## config.mk

```make
export PLATFORM = sky130hd
export DESIGN_NAME = pipeline_hazard_ctrl
export DESIGN_NICKNAME = d
export VERILOG_FILES = /design/src/rtl/pipeline_hazard_ctrl.sv
export SDC_FILE = /design/constraint.sdc
export NUM_CORES = 1
export LEC_CHECK = 0
export ABC_AREA = 1
export BUFFER_PORTS_ARGS = -buffer_cell sky130_fd_sc_hd__buf_2
export CORE_UTILIZATION = 28
export CTS_CLUSTER_DIAMETER = 30
export DETAILED_ROUTE_END_ITERATION = 16
export GPL_TIMING_DRIVEN = 0
export PLACE_DENSITY = 0.42
export SYNTH_ARGS = -nofsm -noshare
export SYNTH_HDL_FRONTEND = slang
export SYNTH_SLANG_ARGS = --single-unit
```

## constraint.sdc

```tcl
create_clock -name clk -period 4.6 [get_ports clk]
set_clock_uncertainty 0.15 [all_clocks]
set_input_delay 0.46 -clock clk [delete_from_list [all_inputs] [get_ports clk]]
set_output_delay 0.46 -clock clk [all_outputs]
set_load 0.01 [all_outputs]
```

## src/rtl/pipeline_hazard_ctrl.sv

```systemverilog
// Hazard, forwarding and freeze controller for a five-stage MIPS pipeline.
// A shadow scoreboard of EX/MEM/WB destinations drives forwards, stalls, flushes and perf counters.
module pipeline_hazard_ctrl #(
    parameter int unsigned CNT_W = 16
) (
    input  logic             clk,
    input  logic             rst,
    input  logic             id_valid,
    input  logic [4:0]       id_rs,
    input  logic [4:0]       id_rt,
    input  logic             id_use_rs,
    input  logic             id_use_rt,
    input  logic             id_wr_en,
    input  logic [4:0]       id_wr_addr,
    input  logic             id_is_load,
    input  logic             ex_branch_taken,
    input  logic             mem_busy,
    output logic             stall_if_id,
    output logic             flush_if_id,
    output logic             flush_id_ex,
    output logic             freeze,
    output logic [1:0]       ex_fwd_a,
    output logic [1:0]       ex_fwd_b,
    output logic             id_fwd_a,
    output logic             id_fwd_b,
    output logic [CNT_W-1:0] stall_cnt,
    output logic [CNT_W-1:0] flush_cnt
);

    typedef struct packed {
        logic       valid;
        logic       wr_en;
        logic [4:0] wr_addr;
        logic       is_load;
        logic [4:0] rs;
        logic [4:0] rt;
        logic       use_rs;
        logic       use_rt;
    } slot_t;

    slot_t ex_q, ex_d;
    slot_t mem_q, mem_d;
    slot_t wb_q, wb_d;
    slot_t id_slot;

    logic [CNT_W-1:0] stall_cnt_q, stall_cnt_d;
    logic [CNT_W-1:0] flush_cnt_q, flush_cnt_d;

    logic load_use;
    logic stall_evt;
    logic flush_evt;

    // $0 is hardwired to zero, so it never counts as a produced value.
    function automatic logic writes(input slot_t s, input logic [4:0] r);
        return s.valid && s.wr_en && (s.wr_addr == r) && (r != 5'd0);
    endfunction

    function automatic logic [1:0] ex_sel(input logic use_r, input logic [4:0] r,
                                          input slot_t mem_s, input slot_t wb_s);
        logic [1:0] sel;
        sel = 2'b00;
        if (use_r && writes(mem_s, r)) begin
            sel = 2'b01;
        end else if (use_r && writes(wb_s, r)) begin
            sel = 2'b10;
        end
        return sel;
    endfunction

    always_comb begin
        id_slot         = '0;
        id_slot.valid   = id_valid;
        id_slot.wr_en   = id_wr_en;
        id_slot.wr_addr = id_wr_addr;
        id_slot.is_load = id_is_load;
        id_slot.rs      = id_rs;
        id_slot.rt      = id_rt;
        id_slot.use_rs  = id_use_rs;
        id_slot.use_rt  = id_use_rt;
    end

    assign load_use = id_valid && ex_q.is_load &&
                      ((id_use_rs && writes(ex_q, id_rs)) ||
                       (id_use_rt && writes(ex_q, id_rt)));

    assign stall_evt = load_use & ~ex_branch_taken & ~mem_busy;
    assign flush_evt = ex_branch_taken & ~mem_busy;

    // Slot advance: freeze holds all, branch/load-use inject a bubble into EX.
    always_comb begin
        ex_d  = ex_q;
        mem_d = mem_q;
        wb_d  = wb_q;
        if (!mem_busy) begin
            wb_d  = mem_q;
            mem_d = ex_q;
            if (ex_branch_taken || load_use) begin
                ex_d = '0;
            end else begin
                ex_d = id_slot;
            end
        end
    end

    always_comb begin
        stall_cnt_d = stall_cnt_q;
        flush_cnt_d = flush_cnt_q;
        if (stall_evt && !(&stall_cnt_q)) begin
            stall_cnt_d = stall_cnt_q + CNT_W'(1);
        end
        if (flush_evt && !(&flush_cnt_q)) begin
            flush_cnt_d = flush_cnt_q + CNT_W'(1);
        end
    end

    always_ff @(posedge clk or posedge rst) begin
        if (rst) begin
            ex_q        <= '0;
            mem_q       <= '0;
            wb_q        <= '0;
            stall_cnt_q <= '0;
            flush_cnt_q <= '0;
        end else begin
            ex_q        <= ex_d;
            mem_q       <= mem_d;
            wb_q        <= wb_d;
            stall_cnt_q <= stall_cnt_d;
            flush_cnt_q <= flush_cnt_d;
        end
    end

    // While rst is high, only freeze still tracks its input.
    assign freeze      = mem_busy;
    assign stall_if_id = ~rst & (mem_busy | (load_use & ~ex_branch_taken));
    assign flush_if_id = ~rst & flush_evt;
    assign flush_id_ex = ~rst & flush_evt;
    assign ex_fwd_a    = rst ? 2'b00 : ex_sel(ex_q.use_rs, ex_q.rs, mem_q, wb_q);
    assign ex_fwd_b    = rst ? 2'b00 : ex_sel(ex_q.use_rt, ex_q.rt, mem_q, wb_q);
    assign id_fwd_a    = ~rst & id_use_rs & writes(wb_q, id_rs);
    assign id_fwd_b    = ~rst & id_use_rt & writes(wb_q, id_rt);
    assign stall_cnt   = stall_cnt_q;
    assign flush_cnt   = flush_cnt_q;

endmodule

```

* Word-level counts from Yosys, hierarchy flattened
Index checks and enable logic that the tools add are counted.
Storage, ports and cells: memories 0, memory bits (read-only) 0, output and inout port bits 42, latch bits 0, bits of input ports 24, register bits 66, bits in writable memories 0, logic and storage cells 85
Operators by class: divide/modulo/power cells 0, order comparisons 0, muxes and demuxes 7, $mul 0, shift-type cells 0, $add $sub $neg 2, bitwise operators 13, equal/unequal tests 8, reductions and logical operators 39
Operator list (number):
- 5-bit equality test | 8
- 16-bit by 1-bit adder with 16-bit output, second input constant | 2
- 16-bit AND reduction | 2
- 1-bit logical AND | 29
- 20-bit two-way mux | 1
- 5-bit nonzero test | 4
- 2-bit two-way mux | 6
- 1-bit bitwise AND | 9
- 1-bit inverter | 3
- 1-bit logical NOT | 2
- 1-bit logical OR | 2
- 1-bit bitwise OR | 1

* Depth between registers and ports, before layout
word-level depth 9, gate-level depth with buffers 14, mapped depth without buffers 13

* Worst setup path after synthesis
No wires, ideal clock.
path type input-to-output, start point in rst, end point out ex_fwd_a[1], path slack 1483 ps, stages on the path 5, path buffers 0, arrival time 2507 ps, data required time 3990 ps, cells stage by stage inv_1 nand4_1 nor3_1 nand4_1 nor2_1
On the way: longest elaborated chain between the ends 1
RTL lines:
- start: declaration | RTL line 7 | input logic rst,
- 2-bit two-way mux | RTL line 137 | assign ex_fwd_a = rst ? 2'b00 : ex_sel(ex_q.use_rs, ex_q.rs, mem_q, wb_q);
- end: declaration | RTL line 22 | output logic [1:0] ex_fwd_a,
Every way passes these cells.

* Final worst setup path
Ends and elaborated chain as after synthesis.

==> out/results.tsv <==
metric	value	unit
status	completed	
numCtsBuffers	9	
syn_area	0.00371	mm^2
post_dp_cell_area	0.00427	mm^2
p_int	1.22	mW
area_growth	24.2	%
cts.clk_slew.worst_paths	50	ps
die_height	117	um
clock.fmax	0.377	GHz
synthAdderAreaFrac	0.675	%
rows	41	
ys_top_cells_by_area	dfrtp_1, nand2_1, inv_1	
critical_path_class	in2out	
rsz0062_at_grt	false	
viasPerCell	4.68	
start_kind	primary input	
syn_avg_cell_area	7.55	um^2
synth_edf_count	0	
slew_headroom	59.9	%
p_leak	2.26	nW
yosys.area.top_type	dfrtp_1	
dp_hpwl	7960	um
min_period	2650	ps
vias	3488	
gp_congestion	0.843	
fin_nets	594	
p_switching	0.478	mW
place_ws	2230	ps
p_total	1.70	mW
multiInputGateArea	0.00171	mm^2
ys_ff_latch	66	
final_util	36.0	%
synth-compound-area-share	8.77	%
ys_async_sr_fraction	100	%
cts_num_sinks	66	
synth.distinct_cells	30	
design_area	0.00460	mm^2
dp.cells	728	
drt_iter0_markers	192	
p_per_area	368	mW/mm^2
synth_top_family_by_area	simple AND/OR/NAND/NOR gates	
drive_gt1_share	20.2	%
die_area	0.0137	mm^2
sequentialPowerShare	41.0	%
cap_violations	0	
track_usage	17.0	%
yosys-top-cells-count	nand2_1, dfrtp_1, inv_1	
register_area	0.00165	mm^2
crit_arrival	2040	ps
yosys.area_share.xor_xnor	6.14	%
clk_path_buf_depth	2	
final_cells	745	
diodes	0	
finalHoldViolations	0	
core	0.0128	mm^2
die_x	117	um
post-synth-top-count-cell	nand2_1	
root_buffer	clkbuf_16	
hold_class	in2reg	
fin_tns_setup	0	ps
setup_ws	1950	ps
fillers	1347	
overflow	0	
clk_latency	340	ps
slew_violations	0	
ir_drop	0.000191	V
synthMuxAreaShare	0	%
htree_levels	3	
syn_inst	491	
port_buffers	64	
p_sw_share	28.2	%
antenna_found_initial	0	
end_kind	output port	
drtAntennaViolNets	0	
wire_per_inst	14.3	um
cts_tree	built	
grt_pass1_vias	3281	
holdWs	224	ps
dr.pass1.iters	4	
clkPwrFrac	44.2	%
ys_seq_area_share	44.5	%
syn_nets	517	
combPwrFrac	14.8	%
grt_max_degree	54	
synth_flop_cell	dfrtp_1	
synthSimpleGateAreaFrac	30.4	%
synth_top_area_share	44.5	%
drcViolationCount	0	
fin_crit_sh	57.7	%
initial_core_util	29.0	%
tightest_slew	601	ps
setup_viol	0	
grt_pass1_wl	17200	um
cp.required	3990	ps
io_pins	66	
yosysWarningCount	0	
wirelength	10600	um
crit_fanout	17	
power groups by stage:
stage / registers (mW) / clock network, mW / logic (mW)
final: 0.696 / 0.749 / 0.251
after detailed placement: 0.704 / 0 / 0.252
after global routing: 0.701 / 0.795 / 0.285
after global placement: 0.705 / 0 / 0.246
after floorplan: 0.699 / 0 / 0.149
after CTS: 0.694 / 0.777 / 0.254
timing repair:
| item | CTS | global route |
|---|---|---|
| buffers inserted | 0 | 0 |
| gates resized for setup | 0 | 0 |
| setup endpoints to repair | 0 | 0 |
| endpoints found under the hold margin | 13 | 0 |
| hold buffers | 1 | 0 |
registers in the layout (all words and copies together), names as in the netlist:
| name | cells |
|---|---|
| ex_q | 20 |
| flush_cnt | 16 |
| stall_cnt | 16 |
| mem_q | 7 |
| wb_q | 7 |
layer usage:
metal  vias to the layer above  track usage [%]  part of all wire [%]
met5                         -                0                     0
met4                         0             5.65                   1.1
met3                        10             4.79                   5.1
met2                        89             26.4                    45
met1                      1661             22.7                    48
li1                       1728                -                     -
path summary, 6_finish.rpt:
kind | depth (start not counted) | slack (ps) | startpoint | end
setup reg to reg | 9 | 2570 | flush_cnt[0] | flush_cnt[14]
setup / recovery | 8 | 1950 | rst | ex_fwd_a[1]
min in group asynchronous | 3 | 540 | rst | ex_q[2]
hold / removal | 3 | 220 | id_wr_addr[1] | ex_q[14]
hold reg to reg | 2 | 330 | wb_q[19] | wb_q[19]
max in group asynchronous | 4 | 3200 | rst | stall_cnt[8]
cell families after synthesis:
kind of cell	count (synthesis)
simple gates	257
compound gates	55
fa+ha+maj	2
flops	66
xor+xnor	26
buf+inv	85
critical path, stage by stage:
cell and delay (ps):
dlygate4sd3_1 530, buf_2 190, inv_4 220, nand4_1 120, nor3_1 160, nand4_1 110, nor2_1 110, buf_2 130
layout by cell type, fill, tap and decap left out, types with 4 or more instances in the layout:
cell	count
inv_1	55
xor2_1	13
a21oi_1	4
nand3_1	24
o22ai_1	22
nor3_1	14
clkbuf_1	9
nor4_1	7
nand4_1	7
xnor2_1	13
inv_2	14
nor2_1	29
dfrtp_1	66
nand3_2	10
o21ai_0	22
buf_2	67
clkbuf_16	9
nand2_1	160
area by class of cell:
cell class                      count  area share [%]
Timing Repair Buffer               66            7.77
Buffer                             15            1.88
Multi-Input combinational cell    340            37.1
Inverter                           70            5.76
Clock inverter                      5            1.69
Clock buffer                       11            5.27
Tap cell                          172            4.68
Sequential cell                    66            35.9
No activity file was read; power rests on OpenSTA's default activity.
